==> src/rtl/regset_pkg.sv <==
// Shared types and helpers for the parametrised register file.
package regset_pkg;

    typedef enum logic {CLEAR, RUN} regset_state_t;

    localparam int DATA_W_DEF   = 32;
    localparam int ADDR_W_DEF   = 5;
    localparam int PORT_BUS_MAX = 256;
    localparam int FIELD_MAX    = 64;

    // Port k of a packed multi-port bus; the caller truncates to the field width.
    function automatic logic [FIELD_MAX-1:0] port_field(
        input logic [PORT_BUS_MAX-1:0] packed_bus,
        input int                      k,
        input int                      width
    );
        return FIELD_MAX'(packed_bus >> (k * width));
    endfunction

endpackage

==> src/rtl/regset_if.sv <==
// Write port, packed read ports and ready flag between the core and the register file.
interface regset_if
    import regset_pkg::*;
#(
    parameter int DATA_W = DATA_W_DEF,
    parameter int ADDR_W = ADDR_W_DEF,
    parameter int N_READ = 2
);
    logic                     write_enable;
    logic [ADDR_W-1:0]        write_addr;
    logic [DATA_W-1:0]        write_data;
    logic [N_READ*ADDR_W-1:0] read_addr;
    logic [N_READ*DATA_W-1:0] read_data;
    logic                     ready;

    modport master (
        output write_enable, write_addr, write_data, read_addr,
        input  read_data, ready
    );

    modport slave (
        input  write_enable, write_addr, write_data, read_addr,
        output read_data, ready
    );
endinterface

==> src/rtl/regset_clear_seq.sv <==
// Post-reset clear sequencer: walks indices 1..2**ADDR_W-1, then raises ready.
//   state | meaning
//   CLEAR | zeroing register clr_idx each edge; ready low
//   RUN   | clear done; ready high, port writes accepted
module regset_clear_seq
    import regset_pkg::*;
#(
    parameter int ADDR_W = ADDR_W_DEF
) (
    input  logic              clk,
    input  logic              reset,
    output logic              clr_we,
    output logic [ADDR_W-1:0] clr_idx,
    output logic              ready
);
    localparam logic [ADDR_W-1:0] IDX_FIRST = ADDR_W'(1);
    localparam logic [ADDR_W-1:0] IDX_LAST  = '1;

    regset_state_t     r_state;
    regset_state_t     w_state_nxt;
    logic [ADDR_W-1:0] r_idx;
    logic [ADDR_W-1:0] w_idx_nxt;
    logic              r_ready;
    logic              w_ready_nxt;

    always_ff @(posedge clk) begin
        if (reset) begin
            r_state <= CLEAR;
            r_idx   <= IDX_FIRST;
            r_ready <= 1'b0;
        end else begin
            r_state <= w_state_nxt;
            r_idx   <= w_idx_nxt;
            r_ready <= w_ready_nxt;
        end
    end

    always_comb begin
        w_state_nxt = r_state;
        w_idx_nxt   = r_idx;
        w_ready_nxt = r_ready;
        clr_we      = 1'b0;
        case (r_state)
            CLEAR: begin
                // Storage must stay untouched on a reset edge.
                clr_we = !reset;
                if (r_idx == IDX_LAST) begin
                    w_state_nxt = RUN;
                    w_ready_nxt = 1'b1;
                end else begin
                    w_idx_nxt = r_idx + IDX_FIRST;
                end
            end
            RUN: begin
                w_ready_nxt = 1'b1;
            end
            default: begin
                w_state_nxt = CLEAR;
            end
        endcase
    end

    assign clr_idx = r_idx;
    assign ready   = r_ready;

endmodule

==> src/rtl/regset_param.sv <==
// Register file with x0 hardwired to zero, N_READ combinational read ports,
// optional write-to-read bypass and a hardware clear after reset.
module regset_param
    import regset_pkg::*;
#(
    parameter int DATA_W = DATA_W_DEF,
    parameter int ADDR_W = ADDR_W_DEF,
    parameter int N_READ = 2,
    parameter bit BYPASS = 1'b1
) (
    input logic     clk,
    input logic     reset,
    regset_if.slave bus
);
    localparam int N_REGS = 2 ** ADDR_W;

    logic [DATA_W-1:0] r_regs [1:N_REGS-1];
    logic              w_clr_we;
    logic [ADDR_W-1:0] w_clr_idx;
    logic              w_ready;
    logic              w_port_we;

    regset_clear_seq #(.ADDR_W(ADDR_W)) u_clear_seq (
        .clk    (clk),
        .reset  (reset),
        .clr_we (w_clr_we),
        .clr_idx(w_clr_idx),
        .ready  (w_ready)
    );

    // ready is high exactly in RUN, so it gates port writes; reset wins over a write.
    assign w_port_we = w_ready && !reset && bus.write_enable && (bus.write_addr != '0);

    always_ff @(posedge clk) begin
        if (w_clr_we) begin
            r_regs[w_clr_idx] <= '0;
        end else if (w_port_we) begin
            r_regs[bus.write_addr] <= bus.write_data;
        end
    end

    for (genvar k = 0; k < N_READ; k++) begin : g_read
        logic [ADDR_W-1:0] w_raddr;
        logic [DATA_W-1:0] w_rdata;

        assign w_raddr = ADDR_W'(port_field(PORT_BUS_MAX'(bus.read_addr), k, ADDR_W));

        always_comb begin
            w_rdata = '0;
            if (w_ready && (w_raddr != '0)) begin
                if (BYPASS && bus.write_enable && (bus.write_addr == w_raddr)) begin
                    w_rdata = bus.write_data;
                end else begin
                    w_rdata = r_regs[w_raddr];
                end
            end
        end

        assign bus.read_data[k*DATA_W +: DATA_W] = w_rdata;
    end

    assign bus.ready = w_ready;

endmodule
==> src/flat_wrapper.sv <==
// flat-port wrapper written by rule: the top's interface ports become plain ports
module regset_param_flat import regset_pkg::*;
#(
    parameter int DATA_W = DATA_W_DEF,
    parameter int ADDR_W = ADDR_W_DEF,
    parameter int N_READ = 2,
    parameter bit BYPASS = 1'b1
)
  (clk, reset, bus_write_enable, bus_write_addr, bus_write_data, bus_read_addr, bus_read_data, bus_ready);
  regset_if #(.DATA_W(DATA_W), .ADDR_W(ADDR_W), .N_READ(N_READ)) bus_i ();
  input logic clk;
  input logic reset;
  input wire logic [$bits(bus_i.write_enable)-1:0] bus_write_enable;
  input wire logic [$bits(bus_i.write_addr)-1:0] bus_write_addr;
  input wire logic [$bits(bus_i.write_data)-1:0] bus_write_data;
  input wire logic [$bits(bus_i.read_addr)-1:0] bus_read_addr;
  output wire logic [$bits(bus_i.read_data)-1:0] bus_read_data;
  output wire logic [$bits(bus_i.ready)-1:0] bus_ready;
  assign bus_i.write_enable = bus_write_enable;
  assign bus_i.write_addr = bus_write_addr;
  assign bus_i.write_data = bus_write_data;
  assign bus_i.read_addr = bus_read_addr;
  assign bus_read_data = bus_i.read_data;
  assign bus_ready = bus_i.ready;
  regset_param #(.DATA_W(DATA_W), .ADDR_W(ADDR_W), .N_READ(N_READ), .BYPASS(BYPASS)) u_core (.clk(clk), .reset(reset), .bus(bus_i));
endmodule
==> config.mk <==
export PLATFORM = sky130hd
export DESIGN_NAME = regset_param_flat
export DESIGN_NICKNAME = d
export VERILOG_FILES = /design/src/rtl/regset_pkg.sv /design/src/rtl/regset_if.sv /design/src/rtl/regset_clear_seq.sv /design/src/rtl/regset_param.sv /design/src/flat_wrapper.sv
export SDC_FILE = /design/constraint.sdc
export NUM_CORES = 1
export LEC_CHECK = 0
export ABC_AREA = 0
export BUFFER_PORTS_ARGS = -buffer_cell sky130_fd_sc_hd__buf_2
export CAP_MARGIN = 10
export CORE_UTILIZATION = 35
export CTS_BUF_LIST = sky130_fd_sc_hd__clkbuf_4 sky130_fd_sc_hd__clkbuf_8
export CTS_CLUSTER_SIZE = 16
export DETAILED_ROUTE_END_ITERATION = 8
export PLACE_DENSITY = 0.61
export SLEW_MARGIN = 10
export SYNTH_ARGS = -nofsm -noshare
export SYNTH_HDL_FRONTEND = slang
export SYNTH_HIERARCHICAL = 1
export SYNTH_SLANG_ARGS = --single-unit
==> constraint.sdc <==
create_clock -name clk -period 6.05 [get_ports clk]
set_input_delay 1.21 -clock clk [delete_from_list [all_inputs] [get_ports clk]]
set_output_delay 1.21 -clock clk [all_outputs]
set_load 0.01 [all_outputs]
==> impl_metrics.tcl <==
set metrics [dict create \
    wl_um 161000 \
    slew_viol_final 0 \
    grt_start_max_net_pins 87 \
    first_pass_iters 7 \
    ys.flop_type "edfxtp_1" \
    power_mw 14.6 \
    setup_tns_ns 0 \
    rows 134 \
    cts_buffer_depth 3 \
    cts_buffers 165 \
    p_per_area_nw_per_um2 270 \
    ios 115 \
    yosysWarnings 6 \
    antenna_found_initial 12 \
    max_cap_violations 0 \
    synth.avg_cell_area_um2 16.7 \
    cts_hold_buf 0 \
    seqPwrFrac_pct 51.9 \
    post-cts-setup-buffers 0 \
    tightest_slew_ns 1.17 \
    cts_tree "done" \
    post-dp-hpwl_um 93700 \
    synth_area_um2 47600 \
    min_period_ns 5.35 \
    start_kind "input pin" \
    port_buffers 114 \
    ctsResizeCount 0 \
    synth-edff-count 992 \
    drc 0 \
    hold_viol_final 0 \
    outcome "finished clean" \
    dp_slack_ns 0.788 \
    initial_core_util_pct 35.5 \
    dieWidth_um 371 \
    cp-end-kind "output pin" \
    drive_gt1_share_pct 28.6 \
    final_cell_mix "edfxtp_1, mux2i_1, mux4_2" \
    gp_congestion 0.819 \
    min_path_type "flop to flop" \
    fin_skew_ns 0.0298 \
    yosysSeqAreaShare_pct 62.8 \
    crit_chain "buf_2 -> nand2_1 -> buf_4 -> nor3_1 -> nor3_1 -> a22o_1 -> buf_2" \
    htreeDepth 4 \
    path_clk_slew_ns 0.06 \
    syn_nets 2902 \
    synth_cells 2850 \
    grt_pass1_wl_um 225000 \
    pwr-share-comb_pct 7.7 \
    ys_seq_elements 999 \
    route.vias.total 30565 \
    dieArea_um2 138000 \
    area_growth_pct 13.6 \
    grt_usage_pct 23.2 \
    fin_crit_sh_pct 88.4 \
    power_switching_mw 3.52 \
    drtIter0Drc 3891 \
    clk_latency_ns 0.86 \
    rsz0062_at_grt "no" \
    slowest_delay_ns 0.89 \
    p_sw_share_pct 24.1 \
    core_um2 134000 \
    dieHeight_um 371 \
    ir_drop_uv 153 \
    final_common_cell "edfxtp_1" \
    crit_slowest_cell "nor3_1" \
    finalSetupViolCount 0 \
    overflow 0 \
    ant_nets 0 \
    grt_pass1_vias 30769 \
    yosysUniqueCellTypes 51 \
    viasPerCell 6.23 \
    critPathKind "input pin to output pin" \
    critPathRequiredTime_ns 4.84 \
    cts_sinks 999 \
    fmax_mhz 187 \
    worst_slack_ns 0.701 \
    root_buffer "clkbuf_8" \
    clockPowerShare_pct 40.4 \
    nets 3059 \
    internal-power_mw 11.1 \
    relSlewSlack_pct 21.7 \
    leakagePower_nw 19.3 \
    routed_wire_length_per_instance_um 32.8 \
    cp_max_fo 12 \
    arrival_ns 4.14 \
    synthArstFlopShare_pct 0 \
]
## worst paths after layout
check	start	to	slack (ns)	cells after the start
min reg2reg	u_core/u_clear_seq/clr_idx[4]	u_core/u_clear_seq/clr_idx[4]	0.55	2
min	u_core/u_clear_seq/clr_idx[4]	u_core/u_clear_seq/clr_idx[4]	0.55	2
max reg2reg	u_core/u_clear_seq/ready	u_core/r_regs[13][21]	1.98	5
max	bus_read_addr[8]	bus_read_data[55]	0.70	7
## Yosys cell counts (all sizes together), types with 9 or more instances
library cell,n,area [um^2]
o21ai,58,290
mux2i,384,3840
edfxtp,992,29800
a31oi,15,93.8
a221o,11,110
a211oi,115,868
nor2,126,480
mux4,278,6260
o22ai,78,488
a32o,31,310
o211ai,24,180
nand3,16,80.1
clkbuf,123,462
mux2,78,878
a221oi,36,315
o221ai,43,377
xnor2,12,105
buf,123,696
nand2b,9,56.3
nor3,29,145
nand2,60,225
and2,34,213
a21oi,50,250
a32oi,14,123
a22o,59,517
## per-layer routing
metal / up-vias / track usage, % / wire length (um)
met5: - / 0 / 22
met4: 4 / 9.88 / 5880
met3: 335 / 5.77 / 17600
met2: 1870 / 36.3 / 74500
met1: 16037 / 30.7 / 63100
li1: 12319 / - / -
## flip-flops by register name, summed over array words and instances, names as in the netlist
register	cells
u_core/r_regs	992
u_core/u_clear_seq/clr_idx	5
u_core/u_clear_seq/r_state	1
u_core/u_clear_seq/ready	1
## power groups by stage
stage | logic, mW | registers, mW | clock network (mW)
final | 1.12 | 7.57 | 5.89
after global routing | 1.16 | 7.57 | 6.29
after CTS | 1.11 | 7.57 | 5.98
after detailed placement | 1.10 | 7.72 | 0
after global placement | 1.10 | 7.71 | 0
after floorplan | 0.692 | 7.71 | 0
## cell type report
type | count | area (um^2)
inverter | 4 | 15.0
clock buffer | 217 | 2690
timing repair buffer | 236 | 1910
clock inverter | 79 | 504
tap | 1768 | 2210
fill | 12071 | 80200
multi-input combinational | 1601 | 16800
sequential | 999 | 29900
antenna | 4 | 10.0
## critical path: cells and delay by family
family | cells | cell delay [ns]
and+or+nand+nor | 3 | 1.60
buffers and inverters | 3 | 1.04
AOI/OAI and AO/OA | 1 | 0.24
## cell families after synthesis
| group | after synthesis | share of synthesized area (%) |
|---|---|---|
| mux | 740 | 23.1 |
| buf+inv | 250 | 2.46 |
| fa+ha+maj | 2 | 0.0525 |
| xor+xnor | 12 | 0.221 |
| simple gates | 300 | 2.90 |
| flops | 999 | 62.8 |
| compound gates | 547 | 8.46 |
## per-stage QoR
stage | instance area [um^2] | utilization [%] | std cells | hold WS, ns
after floorplan | 47600 | - | 2850 | 0.502
after global placement | 50900 | 37.9 | 4608 | 0.541
after detailed placement | 50900 | 37.9 | 4608 | 0.541
after CTS | 54100 | 40.3 | 4904 | 0.540
after global routing | 54100 | 40.3 | 4907 | 0.581
final | 54100 | 40.3 | 4908 | 0.545
Note: power is estimated with default switching activity, not from simulation.
